File: src/rtl/fir_coef_load_ctrl.sv
// FIR coefficient loader: syncs a start button and a coefficient strobe,
// then writes N_COEF captured values into the coefficient bank.
module fir_coef_load_ctrl #(
  parameter int N_COEF = 16,
  parameter int COEF_W = 12,
  parameter int ADDR_W = 4
) (
  input  logic              clk_100MHz_i,
  input  logic              rst_i,
  input  logic              pulsador_carga_coef_i,
  input  logic              cambio_coef_i,
  input  logic [COEF_W-1:0] coef_in,
  output logic              coef_we_o,
  output logic [ADDR_W-1:0] coef_addr_o,
  output logic [COEF_W-1:0] coef_data_o,
  output logic              fir_clr_o,
  output logic              fir_en_o,
  output logic              loading_o,
  output logic              coef_valid_o,
  output logic              load_done_o
);

  typedef enum logic [1:0] {
    IDLE,
    WAIT_COEF,
    WRITE,
    DONE
  } state_t;

  localparam logic [ADDR_W-1:0] LAST = ADDR_W'(N_COEF - 1);

  state_t state, next;

  logic [2:0]        start_sync;
  logic [2:0]        strb_sync;
  logic              start_edge;
  logic              strb_edge;
  logic [ADDR_W-1:0] cnt;
  logic [COEF_W-1:0] data_q;
  logic              valid_q;
  logic              clr_q;
  logic              cnt_clr;
  logic              cnt_inc;
  logic              capture;

  // Bit 0/1 form the synchroniser, bit 2 holds the previous level.
  always_ff @(posedge clk_100MHz_i or posedge rst_i) begin
    if (rst_i) begin
      start_sync <= '0;
      strb_sync  <= '0;
    end else begin
      start_sync <= {start_sync[1:0], pulsador_carga_coef_i};
      strb_sync  <= {strb_sync[1:0], cambio_coef_i};
    end
  end

  assign start_edge = start_sync[1] & ~start_sync[2];
  assign strb_edge  = strb_sync[1] & ~strb_sync[2];

  always_ff @(posedge clk_100MHz_i or posedge rst_i) begin
    if (rst_i) state <= IDLE;
    else       state <= next;
  end

  // A start edge overrides everything, including a same-cycle strobe.
  always_comb begin
    next    = state;
    cnt_clr = 1'b0;
    cnt_inc = 1'b0;
    capture = 1'b0;
    if (start_edge) begin
      next    = WAIT_COEF;
      cnt_clr = 1'b1;
    end else begin
      unique case (state)
        IDLE: next = IDLE;
        WAIT_COEF: begin
          if (strb_edge) begin
            capture = 1'b1;
            next    = WRITE;
          end
        end
        WRITE: begin
          if (cnt == LAST) begin
            next = DONE;
          end else begin
            cnt_inc = 1'b1;
            next    = WAIT_COEF;
          end
        end
        DONE:    next = IDLE;
        default: next = IDLE;
      endcase
    end
  end

  always_ff @(posedge clk_100MHz_i or posedge rst_i) begin
    if (rst_i) begin
      cnt     <= '0;
      data_q  <= '0;
      valid_q <= 1'b0;
      clr_q   <= 1'b0;
    end else begin
      clr_q <= start_edge;
      if (cnt_clr)      cnt <= '0;
      else if (cnt_inc) cnt <= cnt + 1'b1;
      if (capture) data_q <= coef_in;
      if (start_edge)        valid_q <= 1'b0;
      else if (next == DONE) valid_q <= 1'b1;
    end
  end

  assign coef_we_o    = (state == WRITE);
  assign coef_addr_o  = cnt;
  assign coef_data_o  = data_q;
  assign fir_clr_o    = clr_q;
  assign loading_o    = (state == WAIT_COEF) || (state == WRITE);
  assign coef_valid_o = valid_q;
  assign fir_en_o     = valid_q && (state == IDLE);
  assign load_done_o  = (state == DONE);

endmodule

File: config.mk
export PLATFORM = sky130hd
export DESIGN_NAME = fir_coef_load_ctrl
export DESIGN_NICKNAME = d
export VERILOG_FILES = /design/src/rtl/fir_coef_load_ctrl.sv
export SDC_FILE = /design/constraint.sdc
export NUM_CORES = 1
export LEC_CHECK = 0
export CAP_MARGIN = 5
export CORE_UTILIZATION = 40
export DETAILED_ROUTE_END_ITERATION = 8
export GPL_TIMING_DRIVEN = 1
export HOLD_SLACK_MARGIN = 0.03
export PLACE_DENSITY = 0.73
export SYNTH_ARGS = -nofsm -noshare
export SYNTH_HDL_FRONTEND = slang
export SYNTH_SLANG_ARGS = --single-unit
File: constraint.sdc
create_clock -name clk_100MHz_i -period 1.3 [get_ports clk_100MHz_i]
set_input_delay 0.26 -clock clk_100MHz_i [delete_from_list [all_inputs] [get_ports clk_100MHz_i]]
set_output_delay 0.26 -clock clk_100MHz_i [all_outputs]
set_load 0.05 [all_outputs]
==> impl_metrics.py, run 1 <==
metrics = {
    "drt": {
        "drc": 0,
        "wire_per_inst_um": 14.8,
        "routed_via_density": 4.79,
        "antenna_left": 0,
        "vias": 791,
        "firstDrtPassIters": 2,
        "drtIter0Drc": 4,
        "routed_wl_mm": 2.44,
    },
    "logic_synthesis": {
        "yosys.area_share.adder": 0.0673,
        "synth_top_family_by_area": "multiplexers",
        "syn-cell-area_mm2": 0.00112,
        "netlist_top_cells_area": "dfrtp_1 (58%), mux2_4 (13%), ha_1 (6.7%)",
        "ys_seq_area_frac": 0.583,
        "synth_mux_area_frac": 0.155,
        "yosys.area_share.simple": 0.108,
        "yosysWarnings": 0,
        "synth_xor_area_frac": 0.0235,
        "synth.avg_cell_area_um2": 14.5,
        "yosysTopAreaCellShare": 0.583,
        "yosys.area.top_type": "dfrtp_1",
        "syn-num-nets": 99,
        "synth-main-ff-cell": "dfrtp_1",
        "async_reset_ff_frac": 1.00,
        "ys_types": 20,
        "synth_edf_count": 0,
        "ys_seq_elements": 26,
        "synth-compound-area-share": 0.0224,
        "syn_inst": 77,
    },
    "worst_setup_path": {
        "cp_max_fo": 2,
        "end_kind": "primary output",
        "arrival_ns": 1.32,
        "r2r.worst_path.cells": 6,
        "ff2ff_setup_slack_ns": -0.21,
        "worst_setup_path_start_kind": "register",
        "crit_required_ns": 1.04,
        "critical_path_class": "register to primary output",
    },
    "final_layout": {
        "antenna_cells": 0,
        "layout_commonest_cell": "buf_12",
        "fin_util": 0.808,
        "fillers": 144,
        "layout_common_cells": "buf_12 (25), dfrtp_1 (24), clkdlybuf4s50_1 (15)",
        "drive_gt1_frac": 0.578,
        "areaGrowthSynthToFinish_pct": 85.9,
        "nNetsFinal": 158,
    },
    "die": {
        "core_area_mm2": 0.00257,
        "start_util": 0.435,
        "rows": 18,
        "dieArea_mm2": 0.00301,
        "fp.dieH_um": 54.8,
        "pin_count": 38,
        "die_x_um": 54.8,
    },
    "global_routing": {
        "antenna_found_initial": 0,
        "grt_first_pass_wirelength_mm": 3.71,
        "grt_pass1_vias": 798,
        "grt_use_total": 0.184,
        "overflow": 0,
        "grt_max_degree": 27,
    },
    "clock_tree": {
        "clock_path_buffers": 2,
        "clock_sinks": 26,
        "h-tree-depth": 1,
        "cts_root_buf": "clkbuf_4",
        "ctsHoldBuffers": 0,
        "insertion_delay_ns": 0.32,
        "cts_tree": "done",
        "clkSlewWorstSetupHoldPaths_ns": 0.14,
        "cts_buffers": 3,
    },
    "place": {
        "port_buffers": 37,
        "dpl.hpwl_mm": 1.68,
        "finalWeightedCongestion": 0.791,
    },
    "sta": {
        "rsz0062_at_grt": "true",
        "relSlewSlack": 0.850,
        "max_clock_freq_mhz": 632,
        "fin_crit_ns": 1.58,
        "hold_slack_ns": 0.252,
        "skew_ns": 0.00600,
        "setup_ws_ns": -0.281,
        "fin_setup_tns_ns": -3.59,
        "fin_crit_sh": 1.22,
        "tightest_slew_ns": 0.224,
        "setup_violations": 20,
        "maxSlewViolCount": 0,
        "finalHoldViolCount": 0,
    },
    "power": {
        "power_density_mw_per_mm2": 1550,
        "total_power_mw": 3.23,
        "peakVddDrop_uv": 1540,
        "p_leak_nw": 0.921,
    },
    "min_path": {
        "hp-class": "input port to async pin",
    },
    "run_status": {
        "status": "complete, but fails checks",
        "violations": "setup timing",
    },
    "run": {
        "cap_violations": 0,
    },
}
## power breakdown
group | internal, mW | switching (mW) | total [mW]
clock network | 0.312 | 0.236 | 0.548
logic | 0.842 | 0.718 | 1.56
registers | 0.956 | 0.161 | 1.12
## registers in the layout, indices dropped and copies added (netlist names)
signal	cells
coef_data_o	12
coef_addr_o	4
start_sync	3
strb_sync	3
state	2
coef_valid_o	1
fir_clr_o	1
## through the flow
step           std cells  area (um^2)  worst slack [ns]
6_report             165         2070            -0.281
3_5_place_dp         155         1870            -0.112
4_1_cts              163         2030            -0.284
5_1_grt              165         2070            -0.341
3_3_place_gp         155         1870           -0.0893
2_1_floorplan         77         1130            -0.133
## what timing repair did
action	CTS	global route
resized for setup	16	8
gates cloned	0	0
pin swaps	6	5
setup endpoints to repair	25	24
setup buffers	4	3
## logic make-up after synthesis
family,count (synthesis)
buffers and inverters,6
AO/OA/AOI/OAI,4
adder cells (fa/ha/maj),6
flip-flops,26
multiplexers,12
AND/OR/NAND/NOR,20
XOR/XNOR,3
## final timing paths
kind,endpoint,from
worst max-delay path,coef_we_o,state[1]
worst min-delay path,coef_data_o[3],rst_i
worst max register to register,coef_data_o[7],state[1]
worst min register to register,strb_sync[1],strb_sync[0]
max in group asynchronous,coef_addr_o[1],rst_i
min in group clk_100MHz_i,start_sync[0],pulsador_carga_coef_i
## worst max-delay path: stages, from the launching register on
cell	delay (ns)
dfrtp_1	0.41
buf_4	0.16
ha_4	0.16
buf_4	0.13
buf_12	0.14
## Yosys cell counts (2+ instances only)
cell	number
xor2_1	3
nor2_1	5
nand3_1	5
mux2_4	10
nand2b_1	2
dfrtp_1	26
mux2_2	2
ha_1	6
inv_1	4
nand2_1	3
a21oi_1	2
## per-layer routing
| metal | GRT usage | part of all wire | wire length (um) |
|---|---|---|---|
| met5 | 0 | 0 | 0 |
| met4 | 0.0940 | 0.018 | 44 |
| met3 | 0.0333 | 0.038 | 92 |
| met2 | 0.297 | 0.53 | 1290 |
| met1 | 0.231 | 0.41 | 1010 |
## cell type report
| type | count | area [um^2] | area share |
|---|---|---|---|
| Multi-Input combinational cell | 45 | 518 | 0.250 |
| Sequential cell | 26 | 653 | 0.315 |
| Inverter | 4 | 20.0 | 0.00965 |
| Clock inverter | 1 | 30.0 | 0.0145 |
| Tap cell | 30 | 37.5 | 0.0181 |
| Clock buffer | 3 | 22.5 | 0.0109 |
| Timing Repair Buffer | 56 | 793 | 0.382 |
No activity file was read; power rests on OpenSTA's default activity.
==> run 2, diff against run 1 <==
Settings changed: TNS_END_PERCENT from default to 1.
==> impl_metrics.py, run 2 (synthesis results as in run 1) <==
metrics = {
    "sta": {
        "hold_slack_ns": 0.251,
        "relSlewSlack": 0.843,
        "setup_ws_ns": -0.277,
        "fin_crit_ns": 1.58,
        "setup_violations": 18,
        "tightest_slew_ns": 0.236,
        "maxSlewViolCount": 0,
        "fin_setup_tns_ns": -3.32,
        "skew_ns": 0.0122,
        "rsz0062_at_grt": "true",
        "fin_crit_sh": 1.21,
        "finalHoldViolCount": 0,
        "max_clock_freq_mhz": 634,
    },
    "worst_setup_path": {
        "critical_path_class": "register to primary output",
        "cp_max_fo": 5,
        "crit_path_start": "state[1]",
        "reg2reg_from": "state[1]",
        "arrival_ns": 1.32,
        "endpoint": "coef_we_o",
        "ff2ff_setup_slack_ns": -0.20,
        "worst_setup_path_start_kind": "register",
        "end_kind": "primary output",
        "crit_required_ns": 1.04,
        "r2r_end": "coef_data_o[0]",
        "r2r.worst_path.cells": 6,
    },
    "drt": {
        "vias": 764,
        "routed_via_density": 4.84,
        "routed_wl_mm": 2.31,
        "antenna_left": 0,
        "drtIter0Drc": 8,
        "wire_per_inst_um": 14.6,
        "drc": 0,
        "firstDrtPassIters": 3,
    },
    "place": {
        "dpl.hpwl_mm": 1.67,
        "dp_slack_ns": -0.132,
        "dp_cells": 152,
        "port_buffers": 37,
        "finalWeightedCongestion": 0.781,
        "postPlaceCellArea_mm2": 0.00184,
    },
    "clock_tree": {
        "clock_path_buffers": 2,
        "ctsHoldBuffers": 0,
        "clock_sinks": 26,
        "insertion_delay_ns": 0.32,
        "cts_tree": "done",
        "cts_root_buf": "clkbuf_4",
        "clkSlewWorstSetupHoldPaths_ns": 0.13,
        "h-tree-depth": 1,
        "cts_buffers": 3,
    },
    "final_layout": {
        "areaGrowthSynthToFinish_pct": 75.3,
        "largest_reg_flops": 12,
        "drive_gt1_frac": 0.500,
        "nNetsFinal": 151,
        "finalNonFillerCells": 158,
        "fin_util": 0.762,
        "layout_common_cells": "buf_12 (25), dfrtp_1 (24), clkdlybuf4s50_1 (15)",
        "design_area_mm2": 0.00196,
        "layout_commonest_cell": "buf_12",
        "antenna_cells": 0,
    },
    "run_status": {
        "status": "complete, but fails checks",
        "violations": "setup timing",
    },
    "global_routing": {
        "grt_use_total": 0.170,
        "antenna_found_initial": 0,
        "overflow": 0,
        "grt_pass1_vias": 748,
        "grt_first_pass_wirelength_mm": 3.50,
        "grt_max_degree": 27,
    },
    "die": {
        "pin_count": 38,
        "core_area_mm2": 0.00257,
        "start_util": 0.435,
        "rows": 18,
        "dieArea_mm2": 0.00301,
        "fp.dieH_um": 54.8,
        "die_x_um": 54.8,
    },
    "run": {
        "cap_violations": 0,
    },
    "power": {
        "p_leak_nw": 0.874,
        "peakVddDrop_uv": 1640,
        "total_power_mw": 2.98,
        "power_density_mw_per_mm2": 1520,
    },
    "min_path": {
        "hp-class": "input port to async pin",
    },
}
[run 2: changes by cell type in the layout (fill, tap and decap cells not counted), sizes merged]
cell    before  now
bufinv       1    0
buf         41   34
clkbuf       3    4
[run 2: worst min-delay path by stage]
| stage | startpoint | end | slack (ns) |
|---|---|---|---|
| final | rst_i | coef_data_o[5] | 0.25 |
| after floorplan | pulsador_carga_coef_i | start_sync[0] | 0.29 |
| after global routing | rst_i | coef_data_o[8] | 0.26 |
| after CTS | rst_i | coef_addr_o[2] | 0.25 |
| after global placement | strb_sync[0] | strb_sync[1] | 0.34 |
| after detailed placement | start_sync[0] | start_sync[1] | 0.34 |
[run 2: layer usage]
layer  vias up  track usage  routed length [um]
met4         0       0.0385                   9
met3         3       0.0611                  84
met5         -            0                   0
met2        14        0.283                1280
li1        356            -                   -
met1       391        0.208                 931
[run 2: worst max-delay path, cell delays in order (launching register included)]
cell	delay (ns)
dfrtp_1	0.42
buf_4	0.16
ha_4	0.16
buf_12	0.13
buf_12	0.14
[run 2: cell type report]
type | instances | area [um^2]
clock buffers | 4 | 26.3
fillers | 167 | 611
inverters | 4 | 20.0
multi-input cells | 45 | 483
flip-flops and latches | 26 | 653
well taps | 30 | 37.5
repair buffers | 49 | 737
[run 2: timing repair]
item	CTS	global route
endpoints found under the setup margin	24	23
pin swaps	1	1
gates resized for setup	12	6
buffers inserted	2	0
[run 2: where the power goes]
| group | switching (mW) | internal [mW] |
|---|---|---|
| Combinational | 0.704 | 0.821 |
| Sequential | 0.159 | 0.956 |
| Clock | 0.219 | 0.120 |
| Total | 1.08 | 1.90 |
==> run 3, diff against run 2 <==
Settings changed: ABC_AREA from default to 1, CORE_UTILIZATION 40 to 35, PLACE_DENSITY 0.73 to 0.64.
==> impl_metrics.py, run 3 <==
metrics = {
    "run_status": {
        "status": "complete, but fails checks",
        "violations": "setup timing",
    },
    "logic_synthesis": {
        "async_reset_ff_frac": 1.00,
        "netlist_top_cells_area": "dfrtp_1 (56%), nand2_1 (9.0%), o21ai_2 (9.0%)",
        "synth.avg_cell_area_um2": 9.92,
        "syn-cell-area_mm2": 0.00117,
        "syn_inst": 118,
        "synthTopCellsByCount": "nand2_1 (28), dfrtp_1 (26), inv_1 (25), o21ai_2 (12), ha_1 (6)",
        "yosysTopAreaCellShare": 0.556,
        "synth_edf_count": 0,
        "ys_types": 17,
        "ys_seq_area_frac": 0.556,
        "ys_seq_elements": 26,
        "yosys.area.top_type": "dfrtp_1",
        "syn-num-nets": 140,
        "yosysWarnings": 0,
        "yosysMostFrequentCell": "nand2_1",
        "synth-main-ff-cell": "dfrtp_1",
    },
    "final_layout": {
        "largest_reg_flops": 12,
        "areaGrowthSynthToFinish_pct": 70.8,
        "layout_commonest_cell": "nand2_1",
        "finalNonFillerCells": 210,
        "nNetsFinal": 189,
        "layout_common_cells": "nand2_1 (25), buf_12 (24), dfrtp_1 (23)",
        "antenna_cells": 0,
        "drive_gt1_frac": 0.410,
        "fillers": 271,
    },
    "sta": {
        "relSlewSlack": 0.852,
        "fin_crit_ns": 1.48,
        "setup_violations": 17,
        "rsz0062_at_grt": "true",
        "skew_ns": 0.00197,
        "fin_crit_sh": 1.14,
        "maxSlewViolCount": 0,
        "setup_ws_ns": -0.182,
        "max_clock_freq_mhz": 675,
        "finalHoldViolCount": 0,
        "tightest_slew_ns": 0.220,
    },
    "place": {
        "dpl.hpwl_mm": 1.64,
        "dp_slack_ns": 0.0237,
        "dp_cells": 201,
        "finalWeightedCongestion": 0.740,
        "port_buffers": 37,
    },
    "global_routing": {
        "antenna_found_initial": 0,
        "grt_use_total": 0.145,
        "grt_first_pass_wirelength_mm": 3.88,
        "overflow": 0,
        "grt_max_degree": 27,
        "grt_pass1_vias": 897,
    },
    "min_path": {
        "hp-class": "input port to async pin",
    },
    "worst_setup_path": {
        "timing.critical_path.cells": "inv_2 -> ha_4 -> nand2_2 -> inv_2 -> buf_12",
        "reg2reg_from": "state[1]",
        "worst_setup_path_start_kind": "register",
        "r2r_end": "coef_data_o[1]",
        "arrival_ns": 1.22,
        "r2r.worst_path.cells": 7,
        "cp_max_fo": 4,
        "critical_path_class": "register to primary output",
        "end_kind": "primary output",
        "slowest_delay_ns": 0.42,
        "ff2ff_setup_slack_ns": -0.05,
        "crit_top_cell": "inv_2",
        "crit_required_ns": 1.04,
        "cp_slowest_cell": "dfrtp_1",
    },
    "clock_tree": {
        "clkSlewWorstSetupHoldPaths_ns": 0.13,
        "cts_root_buf": "clkbuf_4",
        "h-tree-depth": 1,
        "cts_buffers": 3,
        "clock_sinks": 26,
        "insertion_delay_ns": 0.31,
        "clock_path_buffers": 2,
        "ctsHoldBuffers": 0,
        "cts_tree": "done",
    },
    "power": {
        "peakVddDrop_uv": 1030,
        "total_power_mw": 3.01,
        "power_density_mw_per_mm2": 1500,
        "p_leak_nw": 0.966,
    },
    "die": {
        "rows": 20,
        "fp.dieH_um": 59.8,
        "dieArea_mm2": 0.00358,
        "core_area_mm2": 0.00310,
        "die_x_um": 59.8,
        "start_util": 0.377,
        "pin_count": 38,
    },
    "run": {
        "cap_violations": 0,
    },
    "drt": {
        "met2_length_mm": 1.16,
        "wire_per_inst_um": 10.8,
        "vias": 914,
        "routed_wl_mm": 2.26,
        "dr.max_layer_used": "met4",
        "antenna_left": 0,
        "drtIter0Drc": 16,
        "routedLengthMet1_um": 926,
        "dr_wl_met3_um": 160,
        "routed_via_density": 4.35,
        "firstDrtPassIters": 3,
        "drc": 0,
    },
}
[run 3: report_power, final]
| group | internal, mW | switching [mW] | leakage, nW |
|---|---|---|---|
| sequential | 0.954 | 0.158 | 0.319 |
| clock | 0.171 | 0.229 | 0.0210 |
| combinational | 0.732 | 0.764 | 0.626 |
[run 3: area by class of cell]
| class | instances | area, um^2 | area share |
|---|---|---|---|
| well taps | 44 | 55.1 | 0.0275 |
| repair buffers | 46 | 691 | 0.345 |
| clock buffers | 4 | 36.3 | 0.0181 |
| inverters | 26 | 97.6 | 0.0488 |
| flip-flops and latches | 26 | 654 | 0.327 |
| multi-input cells | 64 | 467 | 0.233 |
[run 3: what timing repair did]
action	4_1_cts	5_1_grt
resized for setup	12	6
setup buffers	2	3
setup endpoints to repair	8	24
pin swaps	1	0
[run 3: kinds of logic (layout without fill, tap and decap cells)]
group           after synthesis  in the layout  share of synthesized area
xor+xnor                      1              1                    0.00748
buf+inv                      28             76                      0.103
fa+ha+maj                     6              6                     0.0641
compound gates               17             17                      0.111
flops                        26             26                      0.556
simple gates                 40             40                      0.159
[run 3: worst max-delay path: cells and delay by family (launching register included)]
family / cells / cell delay (ns)
flip-flops: 1 / 0.42
adder cells (fa/ha/maj): 1 / 0.14
buffers and inverters: 3 / 0.31
AND/OR/NAND/NOR: 1 / 0.05
[run 3: metal layers]
| metal | vias up | track usage |
|---|---|---|
| met5 | - | 0 |
| met4 | 0 | 0.0498 |
| li1 | 451 | - |
| met3 | 2 | 0.0433 |
| met1 | 430 | 0.166 |
| met2 | 31 | 0.256 |
[run 3: worst max-delay path by stage]
stage | startpoint | endpoint | slack (ns) | cells after the start
5_1_grt | state[1] | fir_en_o | -0.26 | 5
6_report | state[1] | fir_en_o | -0.18 | 5
4_1_cts | state[0] | fir_en_o | -0.19 | 5
3_5_place_dp | state[0] | coef_addr_o[3] | 0.02 | 6
2_1_floorplan | state[0] | coef_addr_o[2] | -0.05 | 7
3_3_place_gp | state[0] | loading_o | 0.04 | 3
[run 3: stage by stage]
stage / cell area, um^2 / setup TNS (ns) / hold slack (ns) / utilization
after floorplan: 1180 / -0.112 / 0.291 / -
after global placement: 1850 / 0 / 0.334 / 0.598
after detailed placement: 1850 / 0 / 0.340 / 0.598
after CTS: 1960 / -0.745 / 0.257 / 0.630
after global routing: 2000 / -2.51 / 0.263 / 0.645
final: 2000 / -1.18 / 0.259 / 0.645
